## src/rtl/pio_word_bridge.sv

```systemverilog
`default_nettype none
// ============================================================================
// Module   : pio_word_bridge
// Purpose  : Bridges a narrow, handshaked software PIO channel to a wide
//            valid/ready word interface on the hardware core. Software writes
//            BEATS beats that are assembled little-endian into in_word. The
//            core's result words are buffered, and software reads them back
//            beat by beat.
// Ports    : clk_clk      - clock, rising edge
//            reset_reset  - asynchronous active-high reset
//            to_hw_port   - software beat in (DATA_W)
//            to_hw_sig    - software command: 00 idle, 01 write, 10 read,
//                           11 abort
//            to_sw_port   - result beat out (DATA_W), zero outside a read ack
//            to_sw_sig    - status: 00 idle, 01 ack, 10 result ready,
//                           11 error
//            in_word/in_valid/in_ready     - assembled word to the core
//            out_word/out_valid/out_ready  - result word from the core
// Revision : 1.0 - initial release
// ============================================================================
module pio_word_bridge #(
  parameter int DATA_W = 8,
  parameter int WORD_W = 128
) (
  input  logic              clk_clk,
  input  logic              reset_reset,
  input  logic [DATA_W-1:0] to_hw_port,
  input  logic [1:0]        to_hw_sig,
  output logic [DATA_W-1:0] to_sw_port,
  output logic [1:0]        to_sw_sig,
  output logic [WORD_W-1:0] in_word,
  output logic              in_valid,
  input  logic              in_ready,
  input  logic [WORD_W-1:0] out_word,
  input  logic              out_valid,
  output logic              out_ready
);

  localparam int c_BEATS = WORD_W / DATA_W;
  localparam int c_CNT_W = $clog2(c_BEATS);
  localparam logic [c_CNT_W-1:0] c_LAST = c_CNT_W'(c_BEATS - 1);
  localparam logic [c_CNT_W-1:0] c_ONE  = c_CNT_W'(1);

  localparam logic [1:0] c_CMD_IDLE  = 2'b00;
  localparam logic [1:0] c_CMD_WRITE = 2'b01;
  localparam logic [1:0] c_CMD_READ  = 2'b10;
  localparam logic [1:0] c_CMD_ABORT = 2'b11;

  localparam logic [1:0] c_STS_IDLE   = 2'b00;
  localparam logic [1:0] c_STS_ACK    = 2'b01;
  localparam logic [1:0] c_STS_RESULT = 2'b10;
  localparam logic [1:0] c_STS_ERROR  = 2'b11;

  typedef enum logic [2:0] {
    S_IDLE    = 3'd0,
    S_WR_ACK  = 3'd1,
    S_DELIVER = 3'd2,
    S_RD_ACK  = 3'd3,
    S_ABORT   = 3'd4,
    S_ERR     = 3'd5
  } state_t;

  state_t               r_state;
  logic [c_CNT_W-1:0]   r_wcnt;
  logic [c_CNT_W-1:0]   r_rcnt;
  logic                 r_res_full;
  logic [WORD_W-1:0]    r_res;
  logic [WORD_W-1:0]    r_in_word;

  state_t               w_state_nxt;
  logic [c_CNT_W-1:0]   w_wcnt_nxt;
  logic [c_CNT_W-1:0]   w_rcnt_nxt;
  logic                 w_res_clr;
  logic                 w_beat_we;
  logic                 w_capture;

  // The result buffer fills whenever it is empty, regardless of FSM state.
  // A read completing on the same edge still sees r_res_full=1, so the
  // capture naturally slips to the following cycle.
  assign w_capture = out_valid & ~r_res_full;
  assign out_ready = ~r_res_full;
  assign in_word   = r_in_word;

  // --------------------------------------------------------------------------
  // Next-state and output logic
  // --------------------------------------------------------------------------
  always_comb begin
    w_state_nxt = r_state;
    w_wcnt_nxt  = r_wcnt;
    w_rcnt_nxt  = r_rcnt;
    w_res_clr   = 1'b0;
    w_beat_we   = 1'b0;
    in_valid    = 1'b0;
    to_sw_sig   = c_STS_IDLE;
    to_sw_port  = '0;

    // Abort overrides everything, including a word waiting in DELIVER.
    if (to_hw_sig == c_CMD_ABORT) begin
      w_state_nxt = S_ABORT;
    end else begin
      case (r_state)
        S_IDLE: begin
          if (to_hw_sig == c_CMD_WRITE) begin
            w_beat_we   = 1'b1;
            w_state_nxt = S_WR_ACK;
          end else if (to_hw_sig == c_CMD_READ) begin
            w_state_nxt = r_res_full ? S_RD_ACK : S_ERR;
          end
        end
        S_WR_ACK: begin
          if (to_hw_sig == c_CMD_IDLE) begin
            if (r_wcnt == c_LAST) begin
              w_wcnt_nxt  = '0;
              w_state_nxt = S_DELIVER;
            end else begin
              w_wcnt_nxt  = r_wcnt + c_ONE;
              w_state_nxt = S_IDLE;
            end
          end
        end
        S_DELIVER: begin
          if (in_ready) begin
            w_state_nxt = S_IDLE;
          end
        end
        S_RD_ACK: begin
          if (to_hw_sig == c_CMD_IDLE) begin
            if (r_rcnt == c_LAST) begin
              w_rcnt_nxt = '0;
              w_res_clr  = 1'b1;
            end else begin
              w_rcnt_nxt = r_rcnt + c_ONE;
            end
            w_state_nxt = S_IDLE;
          end
        end
        S_ABORT: begin
          if (to_hw_sig == c_CMD_IDLE) begin
            w_wcnt_nxt  = '0;
            w_rcnt_nxt  = '0;
            w_res_clr   = 1'b1;
            w_state_nxt = S_IDLE;
          end
        end
        S_ERR: begin
          w_state_nxt = S_ERR;
        end
        default: begin
          w_state_nxt = S_IDLE;
        end
      endcase
    end

    case (r_state)
      S_IDLE:    to_sw_sig = r_res_full ? c_STS_RESULT : c_STS_IDLE;
      S_WR_ACK:  to_sw_sig = c_STS_ACK;
      S_RD_ACK:  to_sw_sig = c_STS_ACK;
      S_ABORT:   to_sw_sig = c_STS_ACK;
      S_ERR:     to_sw_sig = c_STS_ERROR;
      default:   to_sw_sig = c_STS_IDLE;
    endcase

    in_valid = (r_state == S_DELIVER);

    if (r_state == S_RD_ACK) begin
      for (int k = 0; k < c_BEATS; k++) begin
        if (r_rcnt == c_CNT_W'(k)) begin
          to_sw_port = r_res[k*DATA_W +: DATA_W];
        end
      end
    end
  end

  // --------------------------------------------------------------------------
  // State and datapath registers
  // --------------------------------------------------------------------------
  always_ff @(posedge clk_clk or posedge reset_reset) begin
    if (reset_reset) begin
      r_state    <= S_IDLE;
      r_wcnt     <= '0;
      r_rcnt     <= '0;
      r_res_full <= 1'b0;
      r_res      <= '0;
      r_in_word  <= '0;
    end else begin
      r_state <= w_state_nxt;
      r_wcnt  <= w_wcnt_nxt;
      r_rcnt  <= w_rcnt_nxt;

      if (w_capture) begin
        r_res      <= out_word;
        r_res_full <= 1'b1;
      end else if (w_res_clr) begin
        r_res_full <= 1'b0;
      end

      // Little-endian assembly: beat k lands in bits [k*DATA_W +: DATA_W].
      if (w_beat_we) begin
        for (int k = 0; k < c_BEATS; k++) begin
          if (r_wcnt == c_CNT_W'(k)) begin
            r_in_word[k*DATA_W +: DATA_W] <= to_hw_port;
          end
        end
      end
    end
  end

endmodule
`default_nettype wire

```

## config.mk

```make
export PLATFORM = sky130hd
export DESIGN_NAME = pio_word_bridge
export DESIGN_NICKNAME = d
export VERILOG_FILES = /design/src/rtl/pio_word_bridge.sv
export SDC_FILE = /design/constraint.sdc
export NUM_CORES = 1
export LEC_CHECK = 0
export ABC_AREA = 0
export BUFFER_PORTS_ARGS = -buffer_cell sky130_fd_sc_hd__buf_2
export CAP_MARGIN = 20
export CORE_UTILIZATION = 58
export CTS_CLUSTER_SIZE = 25
export DETAILED_ROUTE_END_ITERATION = 16
export GPL_ROUTABILITY_DRIVEN = 0
export PLACE_DENSITY = 0.85
export REMOVE_ABC_BUFFERS = 1
export SETUP_SLACK_MARGIN = 0.4
export SYNTH_ARGS = -nofsm -noshare
export SYNTH_HDL_FRONTEND = slang
export SYNTH_SLANG_ARGS = --single-unit
```

## constraint.sdc

```tcl
create_clock -name clk_clk -period 14.73 [get_ports clk_clk]
set_clock_uncertainty 0.1 [all_clocks]
set_input_delay 2.946 -clock clk_clk [delete_from_list [all_inputs] [get_ports clk_clk]]
set_output_delay 2.946 -clock clk_clk [all_outputs]
set_load 0.01 [all_outputs]
```

==> key figures, run 1 <==
Run status
  – Outcome: completed

Detailed routing
  – Via/cell ratio: 5.91
  – DR DRC count: 0
  – Antenna-violating nets left: 0
  – Drt total wl: 30800 um
  – Vias after detailed routing: 8812
  – Drt pass-1 iters: 5
  – DR iter-0 viols: 556
  – DR WL/cell: 20.7 um

Power
  – Clk network pwr share: 0.253
  – Pleak: 7.31 nW
  – Total Power: 2.85 mW
  – Combinational Power Share: 0.316
  – Peak supply drop: 0.116 mV
  – Sequential group share of total power: 0.431
  – Switch Pwr: 0.945 mW
  – Net Sw Frac: 0.332
  – Power per cell area: 194 nW/um^2
  – Cell-internal power: 1.90 mW

GRT
  – Initial antenna violation count: 1
  – GR Util All Layers: 0.286
  – Vias in the first global route: 8800
  – First-pass GRT wire length: 48500 um
  – Pin count of the biggest net entering global routing: 132
  – Total congestion overflow: 0

Synth
  – Cells after Synth: 950
  – Post-synthesis async set-or-reset flop share: 1.00
  – Seq/Total Area, Yosys: 0.549
  – Synth Register Bits: 268
  – Main synth FF type: dfrtp_1
  – Avg Synthesized Cell Area: 12.9 um^2
  – Synth warnings: 0
  – Post-synth EDFFs: 0
  – Area of the mapped netlist: 12200 um^2
  – Yosys cell types: 65

Placement
  – Area after DPL: 13700 um^2
  – IO buf count: 281
  – Dpl hpwl: 21600 um

Setup path
  – Worst Reg-to-Reg Cells: 4
  – Critical path peak fanout: 32
  – Crit Path Category: flip-flop to output port
  – CP Capture Type: output port
  – Critical path required time: 11.68 ns
  – Worst EP arrival: 3.42 ns
  – Startpoint class of the critical path: flip-flop

Clocking
  – Clock latency on the worst-skew pair: 0.53 ns
  – Worst-path clk slew: 0.06 ns
  – Post_cts resized: 0
  – Number of clock sinks: 268
  – CTS root buf: clkbuf_16
  – CTS Buf Count: 26
  – Clock Tree Buf Depth: 3
  – Htree depth: 1
  – Post-CTS Setup Inserts: 0
  – Hold buffer count at CTS: 0
  – CTS tree: yes

Finish
  – Antenna cells: 0
  – Nets@finish: 1356
  – Syn-to-layout area delta: 20.0%
  – Layout Cell Area excl Fill: 14700 um^2
  – Register Area: 6710 um^2
  – Multi-input gate area: 5150 um^2
  – Fraction of layout cells with a size suffix above 1: 0.415
  – Filler cell count: 1400

Floorplanning
  – Die area: 21700 um^2
  – Die width: 147 um
  – Die Ht: 147 um
  – Core Area: 20400 um^2
  – Initial Util: 0.598
  – Site row count: 52
  – Io pins: 282

STA
  – RSZ-0062 raised after global routing: false
  – Crit share post-route: 0.439
  – Final Max Slew Viols: 0
  – Final setup fails: 0
  – Final Critical Period: 6.47 ns
  – Relative slew slack: 0.280
  – Fmax: 155 MHz
  – Setup TNS: 0 ns
  – Slew of the pin with the lowest slew margin: 1.08 ns
  – Final hold vios: 0

Worst hold path
  – Hold path depth: 1
  – Worst hold path class: flip-flop to flip-flop

Run
  – Max-cap violations: 0
[power groups by stage]
stage / Combinational [mW] / Clock [mW] / Sequential [mW]
final: 0.900 / 0.722 / 1.23
after global routing: 0.980 / 0.760 / 1.25
after CTS: 0.900 / 0.733 / 1.22
after detailed placement: 0.891 / 0 / 1.23
after global placement: 0.860 / 0 / 1.21
after floorplan: 0.615 / 0 / 1.20
[cells in the final DEF, fill, tap and decap left out, types with 4 or more instances in the layout]
master       n
o22ai_1      7
a221oi_1     7
nand3_1      5
o21ai_1     11
nand2b_1     6
and2_1       4
buf_4        7
nand2_2      9
buf_2      281
clkbuf_1     4
clkbuf_16   27
mux2_1     108
bufinv_16    5
ha_1        12
nor3b_1     14
o21a_1       6
nor2b_1     31
inv_1       16
a21o_1       9
mux2_2     152
nor3_1      14
clkbuf_8     5
nor2_1       9
o211ai_1    12
o2bb2ai_1    8
dfrtp_1    268
a32oi_1      8
a21oi_1     20
o21ai_0     44
nand2_1     43
a22o_1       8
[through the flow]
step,cells,utilization,hold slack [ns],setup slack (ns)
2_1_floorplan,886,-,0.372,4.30
3_3_place_gp,1444,0.672,0.368,9.00
3_5_place_dp,1444,0.672,0.375,8.91
4_1_cts,1490,0.718,0.389,8.33
5_1_grt,1490,0.718,0.397,8.13
6_report,1490,0.718,0.382,8.26
[cell type report]
type,instances,share of cell area
timing repair buffer,288,0.0994
sequential,268,0.457
clock inverter,10,0.0124
multi-input combinational,600,0.351
tap,270,0.0230
clock buffer,36,0.0518
inverter,18,0.00512
[worst max-delay path, cell delays in order, from the launching register on]
cell and delay (ns):
dfrtp_1 0.42, inv_1 0.08, ha_1 0.56, nor2b_1 0.65, a221oi_1 0.18, o31ai_1 0.25
o21ai_1 0.10, a211oi_1 0.44, buf_2 0.22
[synth_stat cells, types with 7 or more instances]
cell type	count	area (um^2)
a21o_1	9	67.6
a21oi_1	20	100
a221oi_1	7	61.3
a22o_1	8	70.1
a32oi_1	8	70.1
buf_2	29	145
clkbuf_1	28	105
dfrtp_1	268	6710
ha_1	12	150
inv_1	17	63.8
mux2_1	108	1220
mux2_2	152	1710
nand2_1	43	161
nand2_2	9	56.3
nor2_1	9	33.8
nor2b_1	32	200
nor3_1	14	70.1
nor3b_1	14	105
o211ai_1	12	90.1
o21ai_0	44	220
o21ai_1	11	55.1
o22ai_1	7	43.8
o2bb2ai_1	8	70.1
[worst paths after layout]
path	to	slack [ns]	startpoint
min in group asynchronous	in_word[48]$_DFFE_PP0P_	2.51	reset_reset
max in group asynchronous	r_wcnt[2]$_DFFE_PP0P_	9.73	reset_reset
worst max-delay path	to_sw_port[1]	8.26	r_rcnt[1]$_DFFE_PP0P_
worst max register to register	r_res[17]$_DFFE_PP0P_	11.95	r_res_full$_DFFE_PP0P_
worst min register to register	in_word[120]$_DFFE_PP0P_	0.38	in_word[120]$_DFFE_PP0P_
worst min-delay path	in_word[120]$_DFFE_PP0P_	0.38	in_word[120]$_DFFE_PP0P_
[metal layers]
metal	track usage	vias up	routed length, um
met4	0.0696	2	668
met1	0.374	4421	12500
li1	-	3923	-
met3	0.0425	55	2150
met5	0	-	13
met2	0.501	411	15500
[registers in the layout, indices dropped and copies added, names as in the netlist]
signal and cells:
in_word 128, r_res 128, r_rcnt 4, r_wcnt 4, r_state 3, r_res_full 1
[kinds of logic (layout without fill, tap and decap cells)]
group                      count (synthesis)  count (layout)  share of synthesized area
DFF                                      268             268                      0.549
muxes                                    261             261                      0.240
AOI/OAI and AO/OA                        165             165                     0.0902
and+or+nand+nor                          161             161                     0.0774
buffers and inverters                     82             352                     0.0306
adders and majority gates                 12              12                     0.0123
xor gates and xnor gates                   1               1                   0.000717
Power figures use the tool's default switching activity.
==> inputs of run 2 (changes only) <==
- ABC_AREA: 0 -> 1
- CORE_UTILIZATION: 58 -> 49
- PLACE_DENSITY: 0.85 -> 0.77
- clock period: 14.73 -> 5.78 ns (I/O delays scaled with it)
==> run 2 against run 1 <==
Effect of this change:
- synthesized area shrank 4.7%
- count of clock-buffer cells in the layout grew 2
- die area grew 13%
- synthesized cell count grew 21%
- worst setup slack lost 6.9 ns
- combinational power grew to 2.9 times the previous value
==> key figures, run 2 <==
Synth
  – Cells after Synth: 1152
  – Yosys cell types: 34
  – Post-synthesis async set-or-reset flop share: 1.00
  – Leading area contributor after synthesis: dfrtp_1
  – Post-synth EDFFs: 0
  – Top cells by area, synth: dfrtp_1 (58%), mux2_2 (12%), nand2_1 (8.3%), o21ai_0 (6.4%), nand3_1 (3.5%)
  – Avg Synthesized Cell Area: 10.1 um^2
  – Seq/Total Area, Yosys: 0.576
  – Cell with the most instances after synthesis: dfrtp_1
  – Main synth FF type: dfrtp_1
  – Top cells by count, synth: dfrtp_1 (268), nand2_1 (256), o21ai_0 (149), mux2_2 (120), nand3_1 (82)
  – Yosys top cell area share: 0.576
  – Synth warnings: 0
  – Synth Register Bits: 268
  – Area of the mapped netlist: 11600 um^2

Placement
  – Dpl hpwl: 21200 um
  – IO buf count: 281
  – Area after DPL: 13300 um^2

Setup path
  – Startpoint class of the critical path: flip-flop
  – Max stage delay cell, worst path: dfrtp_1
  – Top cell by count, worst path: nand3_1
  – Critical path peak fanout: 16
  – Worst EP arrival: 3.15 ns
  – Top delay family on crit path: simple AND/OR/NAND/NOR gates
  – Crit Path Category: flip-flop to output port
  – CP bufs+invs: 3
  – Worst path max stage delay: 0.41 ns
  – CP Capture Type: output port
  – Critical path required time: 4.52 ns
  – CP cell instances: inv_1 > ha_1 > inv_1 > nor2_4 > nand2_1 > nand3_1 > nand3_1 > nand3_1 > nand2_1 > nand3_1 > nand3_1 > nand3_1 > nand2_1 > a21oi_2 > buf_2

Finish
  – Syn-to-layout area delta: 22.9%
  – Layout Cell Area excl Fill: 14300 um^2
  – Commonest non-fill, non-tap cells in the layout: buf_2 (281), dfrtp_1 (268), nand2_1 (255)
  – Filler cell count: 1946
  – Fraction of layout cells with a size suffix above 1: 0.344
  – Nets@finish: 1571
  – Final Util: 0.612
  – Commonest non-fill, non-tap cell in the layout: buf_2

Clocking
  – Clock Tree Buf Depth: 3
  – CTS Buf Count: 28
  – Post-CTS Setup Inserts: 0
  – Clock latency on the worst-skew pair: 0.54 ns
  – Htree depth: 1
  – Post_cts resized: 0
  – CTS tree: yes
  – Worst-path clk slew: 0.06 ns
  – Number of clock sinks: 268
  – Hold buffer count at CTS: 0
  – CTS root buf: clkbuf_16

Detailed routing
  – Antenna-violating nets left: 0
  – DR WL/cell: 17.3 um
  – Via/cell ratio: 5.27
  – Vias after detailed routing: 9294
  – Drt pass-1 iters: 6
  – DR iter-0 viols: 697
  – Drt total wl: 30500 um
  – DR DRC count: 0

STA
  – Crit share post-route: 0.762
  – Slew of the pin with the lowest slew margin: 1.05 ns
  – Relative slew slack: 0.299
  – Final setup fails: 0
  – Final hold vios: 0
  – RSZ-0062 raised after global routing: false
  – Final Max Slew Viols: 0
  – Final Critical Period: 4.41 ns
  – Fmax: 227 MHz

Run status
  – Outcome: completed

Floorplanning
  – Core Area: 23400 um^2
  – Die width: 156 um
  – Site row count: 56
  – Die Ht: 156 um
  – Initial Util: 0.498
  – Io pins: 282
  – Die area: 24400 um^2

Power
  – Power per cell area: 538 nW/um^2
  – Peak supply drop: 0.319 mV
  – Pleak: 7.27 nW
  – Total Power: 7.70 mW

Run
  – Max-cap violations: 0

GRT
  – Pin count of the biggest net entering global routing: 141
  – GR Util All Layers: 0.246
  – Initial antenna violation count: 4
  – First-pass GRT wire length: 46700 um
  – Vias in the first global route: 8679
  – Total congestion overflow: 0

Worst hold path
  – Worst hold path class: flip-flop to flip-flop
[run 2: cell type report]
cell class / instances / area [um^2] / area share
tap: 319 / 399 / 0.0279
multi-input combinational: 760 / 4430 / 0.310
timing repair buffer: 288 / 1470 / 0.102
clock buffer: 38 / 808 / 0.0565
antenna: 4 / 10.0 / 0.000699
sequential: 268 / 6710 / 0.469
clock inverter: 14 / 215 / 0.0150
inverter: 71 / 274 / 0.0191
[run 2: path summary, 6_finish.rpt]
kind,start,endpoint,slack [ns],depth (start not counted)
max in group asynchronous,reset_reset,in_word[60]$_DFFE_PP0P_,3.66,3
worst min-delay path,in_word[67]$_DFFE_PP0P_,in_word[67]$_DFFE_PP0P_,0.38,2
worst max register to register,r_state[0]$_DFFE_PP0P_,in_word[13]$_DFFE_PP0P_,3.07,5
worst min register to register,in_word[67]$_DFFE_PP0P_,in_word[67]$_DFFE_PP0P_,0.38,2
min in group asynchronous,reset_reset,in_word[109]$_DFFE_PP0P_,0.75,2
worst max-delay path,r_rcnt[1]$_DFFE_PP0P_,to_sw_port[6],1.37,15
[run 2: kinds of logic (layout without fill, tap and decap cells)]
logic type	count (synthesis)	count (layout)	share of synthesized area
other	0	4	0
XOR/XNOR	1	1	0.000752
multiplexers	120	120	0.116
adder cells (fa/ha/maj)	12	12	0.0129
buffers and inverters	124	411	0.0440
AND/OR/NAND/NOR	428	428	0.161
flip-flops	268	268	0.576
AO/OA/AOI/OAI	199	199	0.0894
[run 2: worst min-delay path, stage by stage, from the launching register on]
cell and delay [ns]:
dfrtp_1 0.34, nand2_1 0.05, o21ai_0 0.06
[run 2: metrics by stage]
step	TNS (ns)	hold slack (ns)	cells	setup WS [ns]
global placement	0	0.362	1705	2.10
floorplan	-765.94	0.370	1099	-2.86
global route	0	0.401	1762	1.11
detailed placement	0	0.368	1705	2.00
CTS	0	0.383	1757	1.39
finish	0	0.380	1762	1.37
[run 2: power breakdown]
part / internal (mW) / leakage (nW) / switching [mW]
registers: 2.67 / 3.42 / 0.487
logic: 1.12 / 3.35 / 1.46
clock network: 1.20 / 0.500 / 0.757
[run 2: metal layers]
layer,up-vias,wire length [um],global-route usage
met1,4549,13300,0.346
met5,-,0,0
li1,4368,-,-
met2,322,14500,0.388
met4,0,826,0.0836
met3,55,1870,0.0414
==> inputs of run 3 (changes only) <==
- clock period: 5.78 -> 3.96 ns (I/O delays scaled with it)
==> run 3 against run 2 <==
Effect of this change:
- combinational power up 64%
- critical path depth rose by 4
- sequential power is 46% higher
- via count rose by 1.5%
- die area unchanged
- cell area is 3.2% higher
- first-iteration DRC count shrank 6.6%
- cell count up 1.9%
- worst setup slack worse by 1.0 ns
- wire length grew 2.3%
- critical path type unchanged
- largest cell class unchanged
==> key figures, run 3 (synthesis gave the netlist of run 2 again) <==
Finish
  – Commonest non-fill, non-tap cell in the layout: buf_2
  – Nets@finish: 1600
  – Fraction of layout cells with a size suffix above 1: 0.379
  – Filler cell count: 1902
  – Layout Cell Area excl Fill: 14800 um^2
  – Syn-to-layout area delta: 26.8%
  – Commonest non-fill, non-tap cells in the layout: buf_2 (281), dfrtp_1 (264), nand2_1 (252)

Detailed routing
  – Drt pass-1 iters: 8
  – DR iter-0 viols: 651
  – DR DRC count: 0
  – Vias after detailed routing: 9434
  – DR WL/cell: 17.4 um
  – Drt total wl: 31200 um
  – Antenna-violating nets left: 0
  – Via/cell ratio: 5.26

Clocking
  – CTS tree: yes
  – Clock Tree Buf Depth: 3
  – CTS Buf Count: 29
  – Number of clock sinks: 268
  – Clock latency on the worst-skew pair: 0.55 ns
  – CTS root buf: clkbuf_16
  – Hold buffer count at CTS: 0
  – Htree depth: 1
  – Worst-path clk slew: 0.06 ns

Power
  – Power per cell area: 786 nW/um^2
  – Peak supply drop: 0.426 mV
  – Pleak: 7.49 nW
  – Total Power: 11.6 mW

Floorplanning
  – Core Area: 23400 um^2
  – Die Ht: 156 um
  – Initial Util: 0.498
  – Die area: 24400 um^2
  – Site row count: 56
  – Io pins: 282
  – Die width: 156 um

STA
  – Final Max Slew Viols: 0
  – Final hold vios: 0
  – Slew of the pin with the lowest slew margin: 0.871 ns
  – Relative slew slack: 0.416
  – Fmax: 275 MHz
  – Crit share post-route: 0.918
  – RSZ-0062 raised after global routing: true
  – Final setup fails: 0
  – Final Critical Period: 3.63 ns

Setup path
  – Top cell by count, worst path: nand2_1
  – CP Capture Type: output port
  – Top delay family on crit path: simple AND/OR/NAND/NOR gates
  – CP bufs+invs: 4
  – Worst EP arrival: 2.74 ns
  – CP cell instances: buf_4 > ha_4 > buf_12 > nand3b_1 > nand2_1 > inv_1 > nand2_1 > nand2_1 > nand2_1 > nand3_1 > nand3_1 > nand3_2 > nand2_1 > nand3_1 > nand3_1 > nand3_1 > nand2_1 > a21oi_2 > buf_2
  – Worst path max stage delay: 0.43 ns
  – Critical path required time: 3.07 ns
  – Startpoint class of the critical path: flip-flop
  – Critical path peak fanout: 7
  – Crit Path Category: flip-flop to output port
  – Max stage delay cell, worst path: dfrtp_2

GRT
  – Pin count of the biggest net entering global routing: 106
  – Vias in the first global route: 8990
  – GR Util All Layers: 0.253
  – Initial antenna violation count: 6
  – First-pass GRT wire length: 48100 um
  – Total congestion overflow: 0

Placement
  – IO buf count: 281
  – Dpl hpwl: 21200 um
  – Area after DPL: 13300 um^2

Run status
  – Outcome: completed

Worst hold path
  – Worst hold path class: primary input to asynchronous set/reset pin

Run
  – Max-cap violations: 0
[run 3: changes by cell type in the layout (fill, tap and decap cells not counted), sizes merged]
cell,delta
buf,+26
bufinv,-2
clkbuf,+2
clkinv,+1
clkinvlp,-1
diode,+4
nand3,+1
nor2,+2
[run 3: area by class of cell]
| type | instances | area (um^2) | share of cell area |
|---|---|---|---|
| Multi-Input combinational cell | 763 | 4630 | 0.314 |
| Antenna cell | 8 | 20.0 | 0.00136 |
| Tap cell | 319 | 399 | 0.0270 |
| Inverter | 71 | 288 | 0.0195 |
| Timing Repair Buffer | 313 | 1730 | 0.117 |
| Sequential cell | 268 | 6710 | 0.455 |
| Clock inverter | 12 | 143 | 0.00966 |
| Clock buffer | 41 | 841 | 0.0569 |
[run 3: final timing paths]
kind                                           from                       end  slack, ns  cells past startpoint
hold / removal                          reset_reset  in_word[104]$_DFFE_PP0P_       0.25                      2
max in group asynchronous               reset_reset  in_word[126]$_DFFE_PP0P_       2.51                      3
min in group clk_clk                   out_word[74]     r_res[74]$_DFFE_PP0P_       0.38                      2
setup reg to reg             r_state[0]$_DFFE_PP0P_  in_word[107]$_DFFE_PP0P_       1.33                      5
setup / recovery              r_rcnt[1]$_DFFE_PP0P_             to_sw_port[2]       0.33                     19
hold reg to reg            in_word[108]$_DFFE_PP0P_  in_word[108]$_DFFE_PP0P_       0.38                      2
[run 3: per-layer routing]
metal | wire (um) | global-route usage
met3 | 1740 | 0.0400
met4 | 979 | 0.0980
met1 | 13500 | 0.349
met2 | 15000 | 0.401
met5 | 0 | 0
[run 3: repair_timing]
| item | 4_1_cts | 5_1_grt |
|---|---|---|
| hold endpoints to repair | 0 | 0 |
| buffers inserted | 14 | 8 |
| endpoints found under the setup margin | 8 | 8 |
| pin swaps | 4 | 9 |
| resized for setup | 21 | 29 |
| gates cloned | 2 | 1 |
[run 3: worst register-to-register path: stages (launching register included)]
cell     delay, ns
dfrtp_1       0.41
nor2_1        0.12
nand2_1       0.12
nor3_2        0.68
nand3_1       0.70
o21ai_0       0.40
[run 3: through the flow]
step | setup WS [ns] | hold slack [ns] | setup TNS, ns | utilization | cells
finish | 0.326 | 0.251 | 0 | 0.631 | 1795
floorplan | -4.31 | 0.370 | -1194.58 | - | 1099
global placement | 0.640 | 0.361 | 0 | 0.570 | 1709
detailed placement | 0.516 | 0.368 | 0 | 0.570 | 1709
CTS | 0.364 | 0.311 | 0 | 0.622 | 1778
global route | 0.137 | 0.321 | 0 | 0.631 | 1793
[run 3: where the power goes]
group | leakage (nW) | internal [mW] | switching (mW) | total (mW)
logic | 3.59 | 1.90 | 2.33 | 4.23
registers | 3.41 | 3.90 | 0.718 | 4.62
clock network | 0.492 | 1.67 | 1.09 | 2.75
total | 7.49 | 7.47 | 4.13 | 11.6
